### src/rtl/cr16_pkg.sv
// cr16_pkg: shared types and constants for the CR16 multi-cycle controller.
// Controller state encoding, opcode/opext fields, datapath mux select
// encodings, branch condition codes and PSR bit positions.
package cr16_pkg;

    typedef enum logic [3:0] {
        S_FETCH,
        S_IRLD,
        S_DECODE,
        S_RTYPE,
        S_ITYPE,
        S_LDA,
        S_LWB,
        S_STR,
        S_BCND,
        S_JCND,
        S_JAL
    } state_t;

    // Primary opcode field IR[15:12]; for RTYPE the same codes live in IR[7:4]
    localparam logic [3:0] OP_RTYPE = 4'b0000;
    localparam logic [3:0] OP_AND   = 4'b0001;
    localparam logic [3:0] OP_OR    = 4'b0010;
    localparam logic [3:0] OP_XOR   = 4'b0011;
    localparam logic [3:0] OP_LDST  = 4'b0100;
    localparam logic [3:0] OP_ADD   = 4'b0101;
    localparam logic [3:0] OP_SUB   = 4'b1001;
    localparam logic [3:0] OP_CMP   = 4'b1011;
    localparam logic [3:0] OP_BCND  = 4'b1100;
    localparam logic [3:0] OP_MOV   = 4'b1101;

    // Secondary field IR[7:4] under OP_LDST
    localparam logic [3:0] EXT_LOAD = 4'b0000;
    localparam logic [3:0] EXT_STOR = 4'b0100;
    localparam logic [3:0] EXT_JAL  = 4'b1000;
    localparam logic [3:0] EXT_JCND = 4'b1100;
    localparam logic [3:0] EXT_NONE = 4'b0000;

    // Datapath mux select encodings
    localparam logic       MEM_S_PC   = 1'b0;
    localparam logic       MEM_S_RSRC = 1'b1;
    localparam logic       PC_S_ALU   = 1'b0;
    localparam logic       PC_S_RSRC  = 1'b1;
    localparam logic [1:0] ALUA_PC    = 2'b00;
    localparam logic [1:0] ALUA_RDEST = 2'b01;
    localparam logic [1:0] ALUA_ZERO  = 2'b10;
    localparam logic       ALUB_RSRC  = 1'b0;
    localparam logic       ALUB_IMM   = 1'b1;
    localparam logic [1:0] WD_MEM     = 2'b01;
    localparam logic [1:0] WD_PC      = 2'b10;
    localparam logic [1:0] WD_ALU     = 2'b11;
    localparam logic       WA_RDEST   = 1'b1;

    // Condition codes IR[11:8] for Bcond / Jcond
    localparam logic [3:0] CC_EQ = 4'b0000;
    localparam logic [3:0] CC_NE = 4'b0001;
    localparam logic [3:0] CC_CS = 4'b0010;
    localparam logic [3:0] CC_CC = 4'b0011;
    localparam logic [3:0] CC_HI = 4'b0100;
    localparam logic [3:0] CC_LS = 4'b0101;
    localparam logic [3:0] CC_GT = 4'b0110;
    localparam logic [3:0] CC_LE = 4'b0111;
    localparam logic [3:0] CC_FS = 4'b1000;
    localparam logic [3:0] CC_FC = 4'b1001;
    localparam logic [3:0] CC_LO = 4'b1010;
    localparam logic [3:0] CC_HS = 4'b1011;
    localparam logic [3:0] CC_LT = 4'b1100;
    localparam logic [3:0] CC_GE = 4'b1101;
    localparam logic [3:0] CC_UC = 4'b1110;
    localparam logic [3:0] CC_NV = 4'b1111;

    // PSR / alu_flags bit positions: {C,L,F,Z,N}
    localparam int PSR_C = 4;
    localparam int PSR_L = 3;
    localparam int PSR_F = 2;
    localparam int PSR_Z = 1;
    localparam int PSR_N = 0;

    // Arithmetic ops are the only ones that update the PSR
    function automatic logic sets_flags(input logic [3:0] fn);
        return (fn == OP_ADD) || (fn == OP_SUB) || (fn == OP_CMP);
    endfunction

    // Logic immediates are zero-extended rather than sign-extended
    function automatic logic is_logic_op(input logic [3:0] fn);
        return (fn == OP_AND) || (fn == OP_OR) || (fn == OP_XOR);
    endfunction

endpackage

### src/rtl/cr16_cond_eval.sv
// cr16_cond_eval: combinational branch/jump condition evaluation against PSR.
module cr16_cond_eval
    import cr16_pkg::*;
(
    input  logic [3:0] cond,
    input  logic [4:0] psr,
    output logic       take
);

    // Decode the 4-bit condition code into a taken flag
    always_comb begin
        take = 1'b0;
        case (cond)
            CC_EQ: take =  psr[PSR_Z];
            CC_NE: take = ~psr[PSR_Z];
            CC_CS: take =  psr[PSR_C];
            CC_CC: take = ~psr[PSR_C];
            CC_HI: take =  psr[PSR_L];
            CC_LS: take = ~psr[PSR_L];
            CC_GT: take =  psr[PSR_N];
            CC_LE: take = ~psr[PSR_N];
            CC_FS: take =  psr[PSR_F];
            CC_FC: take = ~psr[PSR_F];
            CC_LO: take = ~psr[PSR_L] & ~psr[PSR_Z];
            CC_HS: take =  psr[PSR_L] |  psr[PSR_Z];
            CC_LT: take = ~psr[PSR_N] & ~psr[PSR_Z];
            CC_GE: take =  psr[PSR_N] |  psr[PSR_Z];
            CC_UC: take = 1'b1;
            default: take = 1'b0;
        endcase
    end

endmodule

### src/rtl/cr16_controller.sv
// cr16_controller: multi-cycle fetch/decode/execute control FSM for the
// 16-bit CR16 datapath. Owns IR and PSR and drives all datapath selects.
// Optional macro CTRL_MEMWAIT_EN adds a mem_ready handshake that stalls
// FETCH, LDA and STR until memory responds.
module cr16_controller
    import cr16_pkg::*;
#(
    parameter int WIDTH   = 16,
    parameter int REGBITS = 4,
    parameter int IMM     = 8
) (
    input  logic               clk,
    input  logic               reset,
`ifdef CTRL_MEMWAIT_EN
    input  logic               mem_ready,
`endif
    input  logic [WIDTH-1:0]   mem_out,
    input  logic [4:0]         alu_flags,
    output logic               wa_s,
    output logic               pc_s,
    output logic               alub_s,
    output logic               mem_s,
    output logic [1:0]         wd_s,
    output logic [1:0]         alua_s,
    output logic               pcen,
    output logic               regwrite,
    output logic               mem_we,
    output logic               signext_sign,
    output logic [REGBITS-1:0] rsrc_addr,
    output logic [REGBITS-1:0] rdest_addr,
    output logic [IMM-1:0]     imm,
    output logic [3:0]         opcode,
    output logic [3:0]         opext,
    output logic [4:0]         psr
);

    state_t           state_q, state_d;
    logic [WIDTH-1:0] ir_q, ir_d;
    logic [4:0]       psr_q, psr_d;
    logic             take;
    logic             mem_rdy;
    logic [3:0]       ir_op, ir_ext, alu_fn;

`ifdef CTRL_MEMWAIT_EN
    assign mem_rdy = mem_ready;
`else
    assign mem_rdy = 1'b1;
`endif

    assign ir_op      = ir_q[15:12];
    assign ir_ext     = ir_q[7:4];
    // RTYPE carries its ALU function in opext, ITYPE in the opcode itself
    assign alu_fn     = (state_q == S_RTYPE) ? ir_ext : ir_op;
    assign rsrc_addr  = ir_q[REGBITS-1:0];
    assign rdest_addr = ir_q[8 +: REGBITS];
    assign psr        = psr_q;

    cr16_cond_eval u_cond (
        .cond (ir_q[11:8]),
        .psr  (psr_q),
        .take (take)
    );

    // State, instruction and status registers
    always_ff @(posedge clk or posedge reset) begin
        if (reset) begin
            state_q <= S_FETCH;
            ir_q    <= '0;
            psr_q   <= '0;
        end else begin
            state_q <= state_d;
            ir_q    <= ir_d;
            psr_q   <= psr_d;
        end
    end

    // Next-state, register updates and datapath controls per phase
    always_comb begin
        state_d      = state_q;
        ir_d         = ir_q;
        psr_d        = psr_q;
        pcen         = 1'b0;
        regwrite     = 1'b0;
        mem_we       = 1'b0;
        mem_s        = MEM_S_PC;
        pc_s         = PC_S_ALU;
        wa_s         = WA_RDEST;
        wd_s         = WD_ALU;
        alua_s       = ALUA_RDEST;
        alub_s       = ALUB_RSRC;
        signext_sign = 1'b1;
        imm          = ir_q[IMM-1:0];
        opcode       = ir_op;
        opext        = ir_ext;

        case (state_q)
            S_FETCH: begin
                // PC <= PC + 1 while memory reads the instruction at PC
                mem_s   = MEM_S_PC;
                alua_s  = ALUA_PC;
                alub_s  = ALUB_IMM;
                imm     = IMM'(1);
                opcode  = OP_ADD;
                opext   = EXT_NONE;
                pcen    = mem_rdy;
                if (mem_rdy) state_d = S_IRLD;
            end
            S_IRLD: begin
                ir_d    = mem_out;
                state_d = S_DECODE;
            end
            S_DECODE: begin
                case (ir_op)
                    OP_RTYPE: state_d = S_RTYPE;
                    OP_AND, OP_OR, OP_XOR, OP_ADD,
                    OP_SUB, OP_CMP, OP_MOV: state_d = S_ITYPE;
                    OP_LDST: begin
                        case (ir_ext)
                            EXT_LOAD: state_d = S_LDA;
                            EXT_STOR: state_d = S_STR;
                            EXT_JCND: state_d = S_JCND;
                            EXT_JAL:  state_d = S_JAL;
                            default:  state_d = S_FETCH;
                        endcase
                    end
                    OP_BCND: state_d = S_BCND;
                    default: state_d = S_FETCH;
                endcase
            end
            S_RTYPE, S_ITYPE: begin
                alub_s   = (state_q == S_ITYPE) ? ALUB_IMM : ALUB_RSRC;
                if (state_q == S_ITYPE && is_logic_op(alu_fn))
                    signext_sign = 1'b0;
                if (alu_fn == OP_MOV)
                    alua_s = ALUA_ZERO;
                regwrite = (alu_fn != OP_CMP);
                if (sets_flags(alu_fn))
                    psr_d = alu_flags;
                state_d  = S_FETCH;
            end
            S_LDA: begin
                mem_s = MEM_S_RSRC;
                if (mem_rdy) state_d = S_LWB;
            end
            S_LWB: begin
                wd_s     = WD_MEM;
                regwrite = 1'b1;
                state_d  = S_FETCH;
            end
            S_STR: begin
                // mem_we stays up for as long as memory is stalling the write
                mem_s  = MEM_S_RSRC;
                mem_we = 1'b1;
                if (mem_rdy) state_d = S_FETCH;
            end
            S_BCND: begin
                // PC already holds PC+1 from FETCH; add the signed displacement
                if (take) begin
                    alua_s = ALUA_PC;
                    alub_s = ALUB_IMM;
                    opcode = OP_ADD;
                    opext  = EXT_NONE;
                    pcen   = 1'b1;
                end
                state_d = S_FETCH;
            end
            S_JCND: begin
                if (take) begin
                    pc_s = PC_S_RSRC;
                    pcen = 1'b1;
                end
                state_d = S_FETCH;
            end
            S_JAL: begin
                // Link and jump together: regfile writes the pre-update PC
                wd_s     = WD_PC;
                regwrite = 1'b1;
                pc_s     = PC_S_RSRC;
                pcen     = 1'b1;
                state_d  = S_FETCH;
            end
            default: state_d = S_FETCH;
        endcase

        // No datapath side effects while reset is held
        if (reset) begin
            pcen     = 1'b0;
            regwrite = 1'b0;
            mem_we   = 1'b0;
        end
    end

endmodule

### config.mk
export PLATFORM = sky130hd
export DESIGN_NAME = cr16_controller
export DESIGN_NICKNAME = d
export VERILOG_FILES = /design/src/rtl/cr16_pkg.sv /design/src/rtl/cr16_cond_eval.sv /design/src/rtl/cr16_controller.sv
export SDC_FILE = /design/constraint.sdc
export NUM_CORES = 1
export LEC_CHECK = 0
export CELL_PAD_IN_SITES_DETAIL_PLACEMENT = 0
export CELL_PAD_IN_SITES_GLOBAL_PLACEMENT = 2
export CORE_MARGIN = 5
export CORE_UTILIZATION = 41
export CTS_BUF_LIST = sky130_fd_sc_hd__clkbuf_4
export DETAILED_ROUTE_END_ITERATION = 12
export DONT_BUFFER_PORTS = 1
export PLACE_DENSITY_LB_ADDON = 0.1
export REMOVE_ABC_BUFFERS = 1
export SYNTH_ARGS = -nofsm -noshare
export SYNTH_HDL_FRONTEND = slang
export SYNTH_SLANG_ARGS = --single-unit
### constraint.sdc
create_clock -name clk -period 3.8 [get_ports clk]
set_input_delay 0.38 -clock clk [delete_from_list [all_inputs] [get_ports clk]]
set_output_delay 0.38 -clock clk [all_outputs]
set_load 0.005 [all_outputs]
==> results of run 1 <==
==> power by group through the flow <==
stage | combinational [mW] | clock (mW) | sequential [mW]
2_1_floorplan | 0.597 | 0 | 0.592
3_3_place_gp | 0.701 | 0 | 0.683
3_5_place_dp | 0.716 | 0 | 0.693
4_1_cts | 0.721 | 0.133 | 0.687
5_1_grt | 0.804 | 0.144 | 0.730
6_report | 0.709 | 0.131 | 0.688
==> flip-flops by register name, indices dropped and copies added (netlist names) <==
signal	flops
psr	5
ir_q	16
state_q	4
==> stage by stage <==
| step | hold slack, ps | std cells | util [%] |
|---|---|---|---|
| after global routing | 161 | 211 | 41.9 |
| after detailed placement | 535 | 207 | 41.1 |
| final | 119 | 211 | 41.9 |
| after floorplan | 407 | 156 | - |
| after global placement | 515 | 207 | 41.1 |
| after CTS | 162 | 211 | 41.9 |
==> area by class of cell <==
cell class                      count  area, µm²  area share, %
Clock buffer                        3       22.5           1.33
Clock inverter                      1       8.76          0.519
Inverter                            2       7.51          0.445
Multi-Input combinational cell    129        953           56.5
Sequential cell                    25        626           37.1
Tap cell                           50       62.6           3.71
Timing Repair Buffer                1       7.51          0.445
==> critical path: stages, from the launching register on <==
cell                       delay (ps)
sky130_fd_sc_hd__dfrtp_1          660
sky130_fd_sc_hd__and3b_1          250
sky130_fd_sc_hd__o211ai_2         170
sky130_fd_sc_hd__nand4_1          140
sky130_fd_sc_hd__or4b_1           660
sky130_fd_sc_hd__a21o_1           260
==> cell usage after synthesis (all sizes together), types with 2 or more instances <==
cell type,number,area [µm²]
xor2,4,35.0
mux2i,2,20.0
nor3,6,40.0
inv,2,7.51
o31ai,2,15.0
a21o,3,22.5
o21ai,5,25.0
a21boi,7,52.6
o211ai,4,35.0
or4,2,15.0
clkbuf,7,26.3
a21oi,5,25.0
mux2,22,248
dfrtp,25,626
nand2,6,22.5
nand3,3,15.0
nand2b,6,37.5
nor2,12,47.6
buf,14,114
nor2b,15,93.8
nor3b,4,30.0
nand4b,4,35.0
==> how the worst max path moves through the flow <==
stage / startpoint / endpoint / slack [ps] / cells after the start
CTS: ir_q[8]$_DFFE_PP0N_ / opcode[1] / 930 / 5
global placement: ir_q[8]$_DFFE_PP0N_ / alua_s[0] / 1360 / 5
finish: ir_q[9]$_DFFE_PP0N_ / opcode[2] / 940 / 5
global route: ir_q[8]$_DFFE_PP0N_ / opcode[1] / 770 / 5
floorplan: ir_q[8]$_DFFE_PP0N_ / opcode[0] / 1510 / 5
detailed placement: ir_q[8]$_DFFE_PP0N_ / opcode[1] / 1320 / 5
==> logic make-up after synthesis <==
| kind of cell | Yosys count | synth area share, % |
|---|---|---|
| compound gates | 33 | 13.8 |
| xor+xnor | 4 | 2.03 |
| buf+inv | 23 | 8.55 |
| flops | 25 | 36.2 |
| mux | 24 | 15.5 |
| other cells | 1 | 0.217 |
| simple gates | 67 | 23.6 |
==> routing by layer <==
| metal | routed length (µm) | up-vias | part of all wire (%) | global-route usage (%) |
|---|---|---|---|---|
| li1 | - | 596 | - | - |
| met1 | 1970 | 588 | 47 | 23.2 |
| met2 | 1990 | 34 | 47 | 25.7 |
| met3 | 221 | 2 | 5.3 | 4.01 |
| met4 | 9 | 0 | 0.21 | 1.19 |
| met5 | 0 | - | 0 | 0 |
==> flow_results.xml, run 1 <==
<?xml version="1.0" encoding="UTF-8"?>
<metrics>
  <group name="floorplanning">
    <metric name="fp.coreArea" unit="µm²">4030</metric>
    <metric name="die_area" unit="µm²">5610</metric>
    <metric name="die_height" unit="µm">74.9</metric>
    <metric name="placementRows" unit="">23</metric>
    <metric name="starting_density" unit="%">42.9</metric>
    <metric name="die_x" unit="µm">74.9</metric>
    <metric name="io-pin-count" unit="">64</metric>
  </group>
  <group name="clock_tree">
    <metric name="cts_post_setup_buffers_inserted" unit="">0</metric>
    <metric name="tritoncts" unit="">built</metric>
    <metric name="cts_buffer_depth" unit="">2</metric>
    <metric name="cts_htree_levels" unit="">1</metric>
    <metric name="total_clock_sinks" unit="">25</metric>
    <metric name="clockRootBuffer" unit="">sky130_fd_sc_hd__clkbuf_4</metric>
    <metric name="clkSlewWorstSetupHoldPaths" unit="ps">150</metric>
    <metric name="cts-hold-fix-buffers" unit="">0</metric>
    <metric name="cts.repair.resized" unit="">0</metric>
    <metric name="clock_insertion_delay_worst_skew" unit="ps">330</metric>
    <metric name="cts_buffers" unit="">3</metric>
  </group>
  <group name="timing">
    <metric name="finalSetupViolations" unit="">0</metric>
    <metric name="final.setup.tns" unit="ps">0</metric>
    <metric name="grt_setup_unrepaired" unit="">false</metric>
    <metric name="timing.final.max_slew_violations" unit="">0</metric>
    <metric name="final.setup.worst_slack" unit="ps">945</metric>
    <metric name="max_transition_margin" unit="%">38.1</metric>
    <metric name="highest_attainable_clock_frequency" unit="MHz">350</metric>
    <metric name="fin_worst_skew" unit="ps">5.48</metric>
    <metric name="timing_hold_violations_final" unit="">0</metric>
    <metric name="fin_crit_sh" unit="%">75.1</metric>
    <metric name="tightest_slew" unit="ps">928</metric>
    <metric name="timing.final.crit_period" unit="ps">2860</metric>
  </group>
  <group name="final_layout">
    <metric name="final_layout_size_suffix_gt1_share" unit="%">21.1</metric>
    <metric name="syn2layout_area_growth" unit="%">-2.25</metric>
    <metric name="commonest_non_fill_non_tap_cells_in_the_layout" unit="">sky130_fd_sc_hd__dfrtp_1 (25), sky130_fd_sc_hd__mux2_2 (22), sky130_fd_sc_hd__nor2b_1 (15)</metric>
    <metric name="num-fill-cells" unit="">427</metric>
    <metric name="antenna_cells_inserted" unit="">0</metric>
    <metric name="layout.cell_area.non_filler" unit="µm²">1690</metric>
    <metric name="most_frequent_standard_cell_in_the_layout_excluding_fill_and_tap_cells" unit="">sky130_fd_sc_hd__dfrtp_1</metric>
    <metric name="nNetsFinal" unit="">185</metric>
  </group>
  <group name="global_route">
    <metric name="total_grt_overflow" unit="">0</metric>
    <metric name="global_route_wire_length_before_repair" unit="µm">7020</metric>
    <metric name="grt.total_usage" unit="%">16.1</metric>
    <metric name="grt_start_max_net_pins" unit="">26</metric>
    <metric name="grt_antenna_before_repair" unit="">0</metric>
    <metric name="via_count_of_the_first_global_routing_pass" unit="">1301</metric>
  </group>
  <group name="routing">
    <metric name="drt_pass1_iterations" unit="">4</metric>
    <metric name="vias" unit="">1220</metric>
    <metric name="routedWlPerCell" unit="µm">19.8</metric>
    <metric name="dr.first_iter.drc_count" unit="">91</metric>
    <metric name="drt.antenna.violating_nets" unit="">0</metric>
    <metric name="drt-total-wl" unit="µm">4190</metric>
    <metric name="routed_via_density" unit="">5.78</metric>
    <metric name="drc" unit="">0</metric>
  </group>
  <group name="pwr">
    <metric name="p_sw_share" unit="%">47.1</metric>
    <metric name="fin_total_pwr" unit="mW">1.53</metric>
    <metric name="power_switching" unit="µW">719</metric>
    <metric name="share_seq_of_total_power" unit="%">45.0</metric>
    <metric name="power.share.clock" unit="%">8.6</metric>
    <metric name="leak" unit="nW">0.658</metric>
    <metric name="ir_drop" unit="mV">0.426</metric>
    <metric name="cell_internal_pwr" unit="µW">808</metric>
    <metric name="power_per_cell_area" unit="nW/µm²">905</metric>
    <metric name="power_share_of_the_combinational_group" unit="%">46.4</metric>
  </group>
  <group name="placement">
    <metric name="post-dp-hpwl" unit="µm">3040</metric>
    <metric name="detailed_place.area" unit="µm²">1660</metric>
    <metric name="gp_congestion" unit="">0.793</metric>
    <metric name="place.port_buffers" unit="">0</metric>
    <metric name="preCtsSetupSlack" unit="ps">1320</metric>
  </group>
  <group name="synthesis">
    <metric name="yosys_warnings" unit="">0</metric>
    <metric name="synth.yosys.seq_area_share" unit="%">36.2</metric>
    <metric name="count_of_flip_flops_with_a_built_in_enable_after_synthesis" unit="">0</metric>
    <metric name="synth-seq-cells" unit="">25</metric>
    <metric name="synthesis.area_per_instance" unit="µm²">9.76</metric>
    <metric name="synth_cell_types" unit="">45</metric>
    <metric name="syn-instance-count" unit="">177</metric>
    <metric name="most_common_flop_cell_mapped_by_yosys" unit="">sky130_fd_sc_hd__dfrtp_1</metric>
    <metric name="post_synth_instance_area" unit="µm²">1730</metric>
    <metric name="async_reset_ff_share" unit="%">100</metric>
  </group>
  <group name="run_status">
    <metric name="outcome" unit="">finished, final reports clean</metric>
  </group>
  <group name="worst_setup_path">
    <metric name="worstReg2RegEnd" unit="">psr[3]$_DFFE_PP0P_</metric>
    <metric name="cp_data_required_time" unit="ps">3420</metric>
    <metric name="r2r_slack" unit="ps">1590</metric>
    <metric name="timing.critical_path.from_type" unit="">flip-flop</metric>
    <metric name="worstPathArrival" unit="ps">2480</metric>
    <metric name="critPathCaptureType" unit="">primary output</metric>
    <metric name="critical_path.reg2reg.startpoint" unit="">state_q[0]$_DFF_PP0_</metric>
    <metric name="critPathKind" unit="">reg2out</metric>
    <metric name="worstPathMaxFanout" unit="">14</metric>
    <metric name="timing.reg2reg.worst_path_depth" unit="">5</metric>
  </group>
  <group name="flow_run">
    <metric name="timing.max_cap.violations" unit="">0</metric>
  </group>
  <group name="hold_path">
    <metric name="hold_class" unit="">in2async</metric>
  </group>
</metrics>
No activity file was read; power rests on OpenSTA's default activity.
==> inputs of run 2 (changes only) <==
- ABC_AREA: default -> 1
- CORE_UTILIZATION: 41 -> 31
- clock period: 3.8 -> 2.6 ns (I/O delays scaled with it)
==> run 2 against run 1 <==
Compared with the run above: sequential share of layout area down 2.7 points; die area up 30%; core utilization down 9.0 points; sequential power up 19%; critical path type unchanged; largest cell class unchanged.
==> flow_results.xml, run 2 <==
<?xml version="1.0" encoding="UTF-8"?>
<metrics>
  <group name="final_layout">
    <metric name="commonest_non_fill_non_tap_cells_in_the_layout" unit="">sky130_fd_sc_hd__nand2_1 (45), sky130_fd_sc_hd__nor2_1 (40), sky130_fd_sc_hd__inv_1 (32)</metric>
    <metric name="syn2layout_area_growth" unit="%">3.11</metric>
    <metric name="num-fill-cells" unit="">640</metric>
    <metric name="final_layout_size_suffix_gt1_share" unit="%">15.4</metric>
    <metric name="area_occupied_by_multi_input_gates" unit="µm²">920</metric>
    <metric name="nNetsFinal" unit="">271</metric>
    <metric name="most_frequent_standard_cell_in_the_layout_excluding_fill_and_tap_cells" unit="">sky130_fd_sc_hd__nand2_1</metric>
    <metric name="regMostFlops" unit="">ir_q</metric>
    <metric name="antenna_cells_inserted" unit="">0</metric>
    <metric name="largest_register_ffs" unit="">16</metric>
    <metric name="layout.cell_area.non_filler" unit="µm²">1820</metric>
    <metric name="ff_latch_area" unit="µm²">626</metric>
    <metric name="final_cell_count_no_fill" unit="">319</metric>
    <metric name="finish.utilization" unit="%">32.9</metric>
  </group>
  <group name="worst_setup_path">
    <metric name="cpMaxStageDelayCell" unit="">sky130_fd_sc_hd__dfrtp_1</metric>
    <metric name="critPathKind" unit="">reg2out</metric>
    <metric name="worstPathArrival" unit="ps">2040</metric>
    <metric name="timing.reg2reg.worst_path_depth" unit="">8</metric>
    <metric name="timing.critical_path.from_type" unit="">flip-flop</metric>
    <metric name="critical_path.max_stage_delay" unit="ps">460</metric>
    <metric name="critical_path.reg2reg.startpoint" unit="">state_q[3]$_DFF_PP0_</metric>
    <metric name="worstReg2RegEnd" unit="">psr[0]$_DFFE_PP0P_</metric>
    <metric name="critPathCaptureType" unit="">primary output</metric>
    <metric name="worstPathMaxFanout" unit="">15</metric>
    <metric name="worstPathBufferInverterCount" unit="">0</metric>
    <metric name="r2r_slack" unit="ps">840</metric>
    <metric name="cp_data_required_time" unit="ps">2340</metric>
    <metric name="worst_path_dominant_cell_family" unit="">simple AND/OR/NAND/NOR gates</metric>
    <metric name="crit_path_cell_trace" unit="">nor2_2 &gt; nand2_4 &gt; o21ai_0 &gt; nor2_1 &gt; nand2_2 &gt; nand2_1 &gt; a31oi_1</metric>
  </group>
  <group name="timing">
    <metric name="timing.final.max_slew_violations" unit="">0</metric>
    <metric name="tightest_slew" unit="ps">532</metric>
    <metric name="final.setup.worst_slack" unit="ps">305</metric>
    <metric name="holdWs" unit="ps">61.1</metric>
    <metric name="fin_crit_sh" unit="%">88.3</metric>
    <metric name="timing_hold_violations_final" unit="">0</metric>
    <metric name="finalSetupViolations" unit="">0</metric>
    <metric name="highest_attainable_clock_frequency" unit="MHz">436</metric>
    <metric name="final.setup.tns" unit="ps">0</metric>
    <metric name="timing.final.crit_period" unit="ps">2300</metric>
    <metric name="grt_setup_unrepaired" unit="">false</metric>
    <metric name="max_transition_margin" unit="%">64.4</metric>
    <metric name="fin_worst_skew" unit="ps">4.01</metric>
  </group>
  <group name="pwr">
    <metric name="power_switching" unit="mW">1.43</metric>
    <metric name="ir_drop" unit="mV">0.539</metric>
    <metric name="power_per_cell_area" unit="nW/µm²">1400</metric>
    <metric name="cell_internal_pwr" unit="mW">1.13</metric>
    <metric name="power.share.clock" unit="%">7.5</metric>
    <metric name="fin_total_pwr" unit="mW">2.56</metric>
    <metric name="power_share_of_the_combinational_group" unit="%">60.4</metric>
    <metric name="p_sw_share" unit="%">55.8</metric>
    <metric name="leak" unit="nW">0.889</metric>
    <metric name="share_seq_of_total_power" unit="%">32.1</metric>
  </group>
  <group name="hold_path">
    <metric name="timing.hold.worst.start" unit="">alu_flags[2]</metric>
    <metric name="min_delay_worst_endpoint" unit="">psr[2]$_DFFE_PP0P_</metric>
    <metric name="hold_class" unit="">in2reg</metric>
    <metric name="whs_path_depth" unit="">2</metric>
  </group>
  <group name="routing">
    <metric name="routed_via_density" unit="">4.84</metric>
    <metric name="drc" unit="">0</metric>
    <metric name="dr.first_iter.drc_count" unit="">57</metric>
    <metric name="drt-total-wl" unit="µm">4850</metric>
    <metric name="drt.antenna.violating_nets" unit="">0</metric>
    <metric name="drt_pass1_iterations" unit="">4</metric>
    <metric name="vias" unit="">1545</metric>
    <metric name="routedWlPerCell" unit="µm">15.2</metric>
  </group>
  <group name="placement">
    <metric name="placedCellCount" unit="">314</metric>
    <metric name="place.port_buffers" unit="">0</metric>
    <metric name="detailed_place.area" unit="µm²">1780</metric>
    <metric name="preCtsSetupSlack" unit="ps">704</metric>
    <metric name="gp_congestion" unit="">0.742</metric>
    <metric name="post-dp-hpwl" unit="µm">3830</metric>
  </group>
  <group name="floorplanning">
    <metric name="die_x" unit="µm">85.5</metric>
    <metric name="fp.coreArea" unit="µm²">5540</metric>
    <metric name="io-pin-count" unit="">64</metric>
    <metric name="die_area" unit="µm²">7310</metric>
    <metric name="starting_density" unit="%">31.9</metric>
    <metric name="die_height" unit="µm">85.5</metric>
    <metric name="placementRows" unit="">27</metric>
  </group>
  <group name="clock_tree">
    <metric name="cts_htree_levels" unit="">1</metric>
    <metric name="cts_buffers" unit="">3</metric>
    <metric name="total_clock_sinks" unit="">25</metric>
    <metric name="clockRootBuffer" unit="">sky130_fd_sc_hd__clkbuf_4</metric>
    <metric name="cts.repair.resized" unit="">0</metric>
    <metric name="cts_post_setup_buffers_inserted" unit="">0</metric>
    <metric name="cts-hold-fix-buffers" unit="">1</metric>
    <metric name="clock_insertion_delay_worst_skew" unit="ps">320</metric>
    <metric name="cts_buffer_depth" unit="">2</metric>
    <metric name="tritoncts" unit="">built</metric>
    <metric name="clkSlewWorstSetupHoldPaths" unit="ps">140</metric>
  </group>
  <group name="synthesis">
    <metric name="synth_largest_area_cell" unit="">sky130_fd_sc_hd__dfrtp_1</metric>
    <metric name="yosysMostFrequentCell" unit="">sky130_fd_sc_hd__nand2_1</metric>
    <metric name="most_common_flop_cell_mapped_by_yosys" unit="">sky130_fd_sc_hd__dfrtp_1</metric>
    <metric name="synth_top_family_by_area" unit="">simple AND/OR/NAND/NOR gates</metric>
    <metric name="synth.yosys.seq_area_share" unit="%">35.4</metric>
    <metric name="post_synth_and_or_nand_nor_area_fraction" unit="%">34.9</metric>
    <metric name="syn-instance-count" unit="">253</metric>
    <metric name="synth_top_cell_area_share" unit="%">35.4</metric>
    <metric name="post_synth_most_frequent_cells" unit="">sky130_fd_sc_hd__nand2_1 (45), sky130_fd_sc_hd__nor2_1 (40), sky130_fd_sc_hd__inv_1 (32), sky130_fd_sc_hd__a21oi_1 (27), sky130_fd_sc_hd__dfrtp_1 (25)</metric>
    <metric name="async_reset_ff_share" unit="%">100</metric>
    <metric name="synth-seq-cells" unit="">25</metric>
    <metric name="synth_compound_gate_area_share" unit="%">16.3</metric>
    <metric name="synth_cell_types" unit="">31</metric>
    <metric name="synthesis.area_per_instance" unit="µm²">6.99</metric>
    <metric name="post_synth_instance_area" unit="µm²">1770</metric>
    <metric name="post_synth_fa_ha_maj_area_fraction" unit="%">0</metric>
    <metric name="post_synth_xor_area_fraction" unit="%">0</metric>
    <metric name="count_of_flip_flops_with_a_built_in_enable_after_synthesis" unit="">0</metric>
    <metric name="synthMuxAreaShare" unit="%">0.637</metric>
    <metric name="yosys_warnings" unit="">0</metric>
    <metric name="post_synth_main_area_contributors" unit="">sky130_fd_sc_hd__dfrtp_1 (35%), sky130_fd_sc_hd__nand2_1 (9.6%), sky130_fd_sc_hd__nor2_1 (8.5%)</metric>
  </group>
  <group name="global_route">
    <metric name="grt_start_max_net_pins" unit="">19</metric>
    <metric name="total_grt_overflow" unit="">0</metric>
    <metric name="global_route_wire_length_before_repair" unit="µm">7730</metric>
    <metric name="grt_antenna_before_repair" unit="">0</metric>
    <metric name="via_count_of_the_first_global_routing_pass" unit="">1563</metric>
    <metric name="grt.total_usage" unit="%">13.2</metric>
  </group>
  <group name="flow_run">
    <metric name="timing.max_cap.violations" unit="">0</metric>
  </group>
  <group name="run_status">
    <metric name="outcome" unit="">finished, final reports clean</metric>
  </group>
</metrics>
## run 2: layer usage
| metal | track usage [%] | routed length (µm) | part of all wire, % |
|---|---|---|---|
| met5 | 0 | 0 | 0 |
| met4 | 2.59 | 69 | 1.4 |
| met3 | 3.17 | 213 | 4.4 |
| met2 | 23.8 | 2520 | 52 |
| met1 | 16.0 | 2040 | 42 |
## run 2: worst max path at each step
stage	from	endpoint	slack, ps	cells after the start
6_report	state_q[3]$_DFF_PP0_	regwrite	300	7
3_3_place_gp	state_q[3]$_DFF_PP0_	regwrite	710	7
2_1_floorplan	state_q[3]$_DFF_PP0_	alua_s[0]	970	6
4_1_cts	state_q[3]$_DFF_PP0_	alua_s[0]	310	6
3_5_place_dp	state_q[3]$_DFF_PP0_	alua_s[0]	700	6
5_1_grt	state_q[3]$_DFF_PP0_	alua_s[0]	100	6
## run 2: final cells by class
type	count	share of cell area (%)
Multi-Input combinational cell	180	50.4
Sequential cell	25	34.3
Inverter	35	7.28
Tap cell	72	4.94
Clock buffer	4	1.65
Timing Repair Buffer	3	1.37
## run 2: cell families (layout without fill, tap and decap cells)
kind of cell	count (synthesis)	in the layout
simple gates	130	130
compound gates	48	48
buf+inv	48	42
flops	25	25
other cells	1	1
mux	1	1
## run 2: power by group through the flow
stage	Combinational, mW	Clock [mW]	Sequential, mW
floorplan	1.24	0	0.766
global placement	1.59	0	0.837
detailed placement	1.58	0	0.835
CTS	1.59	0.207	0.825
global route	1.77	0.224	0.857
finish	1.54	0.191	0.820
==> inputs of run 3 (changes only) <==
- CORE_UTILIZATION: 31 -> 34
- clock period: 2.6 -> 2.2 ns (I/O delays scaled with it)
==> run 3 against run 2 <==
Compared with the run above: hold slack lost 46 ps; die area shrank 7.8%; critical path depth grew 2; combinational power grew 26%; flip-flop and latch count is the same; non-clock buffer count grew 4; wire length shrank 1.6%; count of clock-buffer cells in the layout is the same; total power grew 23%.
==> flow_results.xml, run 3 (synthesis gave the netlist of run 2 again) <==
<?xml version="1.0" encoding="UTF-8"?>
<metrics>
  <group name="clock_tree">
    <metric name="cts_htree_levels" unit="">1</metric>
    <metric name="clkSlewWorstSetupHoldPaths" unit="ps">150</metric>
    <metric name="cts_buffer_depth" unit="">2</metric>
    <metric name="clockRootBuffer" unit="">sky130_fd_sc_hd__clkbuf_4</metric>
    <metric name="tritoncts" unit="">built</metric>
    <metric name="clock_insertion_delay_worst_skew" unit="ps">320</metric>
    <metric name="total_clock_sinks" unit="">25</metric>
    <metric name="cts_buffers" unit="">3</metric>
  </group>
  <group name="timing">
    <metric name="fin_worst_skew" unit="ps">1.97</metric>
    <metric name="timing_hold_violations_final" unit="">0</metric>
    <metric name="tightest_slew" unit="ps">517</metric>
    <metric name="max_transition_margin" unit="%">65.4</metric>
    <metric name="fin_crit_sh" unit="%">92.8</metric>
    <metric name="grt_setup_unrepaired" unit="">false</metric>
    <metric name="finalSetupViolations" unit="">0</metric>
    <metric name="timing.final.crit_period" unit="ps">2040</metric>
    <metric name="highest_attainable_clock_frequency" unit="MHz">490</metric>
    <metric name="timing.final.max_slew_violations" unit="">0</metric>
    <metric name="final.setup.tns" unit="ps">0</metric>
  </group>
  <group name="final_layout">
    <metric name="commonest_non_fill_non_tap_cells_in_the_layout" unit="">sky130_fd_sc_hd__nand2_1 (45), sky130_fd_sc_hd__nor2_1 (40), sky130_fd_sc_hd__inv_1 (32)</metric>
    <metric name="syn2layout_area_growth" unit="%">6.65</metric>
    <metric name="regMostFlops" unit="">ir_q</metric>
    <metric name="antenna_cells_inserted" unit="">0</metric>
    <metric name="most_frequent_standard_cell_in_the_layout_excluding_fill_and_tap_cells" unit="">sky130_fd_sc_hd__nand2_1</metric>
    <metric name="num-fill-cells" unit="">588</metric>
    <metric name="largest_register_ffs" unit="">16</metric>
    <metric name="nNetsFinal" unit="">275</metric>
    <metric name="final_layout_size_suffix_gt1_share" unit="%">18.3</metric>
  </group>
  <group name="global_route">
    <metric name="via_count_of_the_first_global_routing_pass" unit="">1465</metric>
    <metric name="global_route_wire_length_before_repair" unit="µm">7230</metric>
    <metric name="grt.total_usage" unit="%">14.1</metric>
    <metric name="grt_antenna_before_repair" unit="">0</metric>
    <metric name="total_grt_overflow" unit="">0</metric>
    <metric name="grt_start_max_net_pins" unit="">17</metric>
  </group>
  <group name="floorplanning">
    <metric name="die_x" unit="µm">82.1</metric>
    <metric name="fp.coreArea" unit="µm²">5070</metric>
    <metric name="io-pin-count" unit="">64</metric>
    <metric name="die_area" unit="µm²">6740</metric>
    <metric name="die_height" unit="µm">82.1</metric>
    <metric name="starting_density" unit="%">34.8</metric>
    <metric name="placementRows" unit="">26</metric>
  </group>
  <group name="worst_setup_path">
    <metric name="critPathKind" unit="">reg2out</metric>
    <metric name="worstPathArrival" unit="ps">1820</metric>
    <metric name="worstPathMaxFanout" unit="">8</metric>
    <metric name="critPathCaptureType" unit="">primary output</metric>
    <metric name="cp_data_required_time" unit="ps">1980</metric>
    <metric name="worstReg2RegEnd" unit="">psr[0]$_DFFE_PP0P_</metric>
    <metric name="timing.reg2reg.worst_path_depth" unit="">10</metric>
    <metric name="timing.critical_path.from_type" unit="">flip-flop</metric>
    <metric name="critical_path.reg2reg.startpoint" unit="">state_q[3]$_DFF_PP0_</metric>
    <metric name="r2r_slack" unit="ps">620</metric>
  </group>
  <group name="routing">
    <metric name="drc" unit="">0</metric>
    <metric name="routedWlPerCell" unit="µm">14.8</metric>
    <metric name="drt_pass1_iterations" unit="">4</metric>
    <metric name="vias" unit="">1545</metric>
    <metric name="dr.first_iter.drc_count" unit="">40</metric>
    <metric name="drt-total-wl" unit="µm">4770</metric>
    <metric name="routed_via_density" unit="">4.81</metric>
    <metric name="drt.antenna.violating_nets" unit="">0</metric>
  </group>
  <group name="pwr">
    <metric name="ir_drop" unit="mV">0.579</metric>
    <metric name="power_per_cell_area" unit="nW/µm²">1670</metric>
    <metric name="leak" unit="nW">0.911</metric>
    <metric name="fin_total_pwr" unit="mW">3.15</metric>
  </group>
  <group name="hold_path">
    <metric name="timing.hold.worst.start" unit="">alu_flags[0]</metric>
    <metric name="hold_class" unit="">in2reg</metric>
    <metric name="whs_path_depth" unit="">2</metric>
    <metric name="min_delay_worst_endpoint" unit="">psr[0]$_DFFE_PP0P_</metric>
  </group>
  <group name="placement">
    <metric name="place.port_buffers" unit="">0</metric>
    <metric name="post-dp-hpwl" unit="µm">3790</metric>
    <metric name="gp_congestion" unit="">0.771</metric>
  </group>
  <group name="run_status">
    <metric name="outcome" unit="">finished, final reports clean</metric>
  </group>
  <group name="flow_run">
    <metric name="timing.max_cap.violations" unit="">0</metric>
  </group>
</metrics>
run 3: worst max-delay path, cell delays in order (launching register included):
cell	delay, ps
sky130_fd_sc_hd__dfrtp_2	510
sky130_fd_sc_hd__nor2_2	200
sky130_fd_sc_hd__nand3_1	90
sky130_fd_sc_hd__nand2_1	60
sky130_fd_sc_hd__inv_1	30
sky130_fd_sc_hd__nand2_1	40
sky130_fd_sc_hd__nand2_1	50
sky130_fd_sc_hd__nor2_2	150
sky130_fd_sc_hd__nand3_4	140
sky130_fd_sc_hd__a21oi_1	210
run 3: worst max-delay path by stage:
stage	start	end	slack [ps]	cells past startpoint
floorplan	state_q[3]$_DFF_PP0_	alua_s[0]	610	6
global placement	state_q[3]$_DFF_PP0_	regwrite	340	7
detailed placement	state_q[3]$_DFF_PP0_	regwrite	320	7
CTS	state_q[3]$_DFF_PP0_	alua_s[0]	30	6
global route	ir_q[9]$_DFFE_PP0N_	opext[2]	9	9
finish	ir_q[9]$_DFFE_PP0N_	opext[1]	160	9
run 3: layout make-up:
| class | count | area, µm² | area share, % |
|---|---|---|---|
| timing repair buffer | 7 | 57.6 | 3.05 |
| inverter | 35 | 133 | 7.03 |
| clock buffer | 4 | 30.0 | 1.59 |
| sequential | 25 | 629 | 33.4 |
| tap | 70 | 87.6 | 4.64 |
| multi-input combinational | 180 | 948 | 50.3 |
run 3: power breakdown:
part	switching, mW	internal (mW)	total, mW
Sequential	0.290	0.689	0.979
Combinational	1.30	0.637	1.94
Clock	0.148	0.0833	0.231
Total	1.74	1.41	3.15
run 3: repair_timing:
item,4_1_cts,5_1_grt
setup buffers,0,1
hold buffers,1,1
hold endpoints to repair,9,1
resized for setup,1,8
pin swaps,0,1
endpoints found under the setup margin,2,12
run 3: stage by stage:
| stage | cell area [µm²] | util (%) | worst slack [ps] | instances | hold slack (ps) |
|---|---|---|---|---|---|
| after global routing | 1890 | 37.2 | 8.68 | 321 | 6.02 |
| final | 1890 | 37.2 | 158 | 321 | 14.9 |
| after CTS | 1840 | 36.2 | 31.2 | 319 | 9.44 |
| after floorplan | 1680 | - | 607 | 240 | 247 |
| after global placement | 1800 | 35.4 | 339 | 314 | 125 |
| after detailed placement | 1800 | 35.4 | 321 | 314 | 131 |
run 3: layer usage:
layer / GRT usage (%) / wire length (µm) / up-vias / part of all wire (%)
met1: 17.2 / 2030 / 716 / 43
met5: 0 / 0 / - / 0
li1: - / - / 793 / -
met3: 2.49 / 176 / 6 / 3.7
met2: 25.0 / 2500 / 30 / 52
met4: 4.32 / 61 / 0 / 1.3
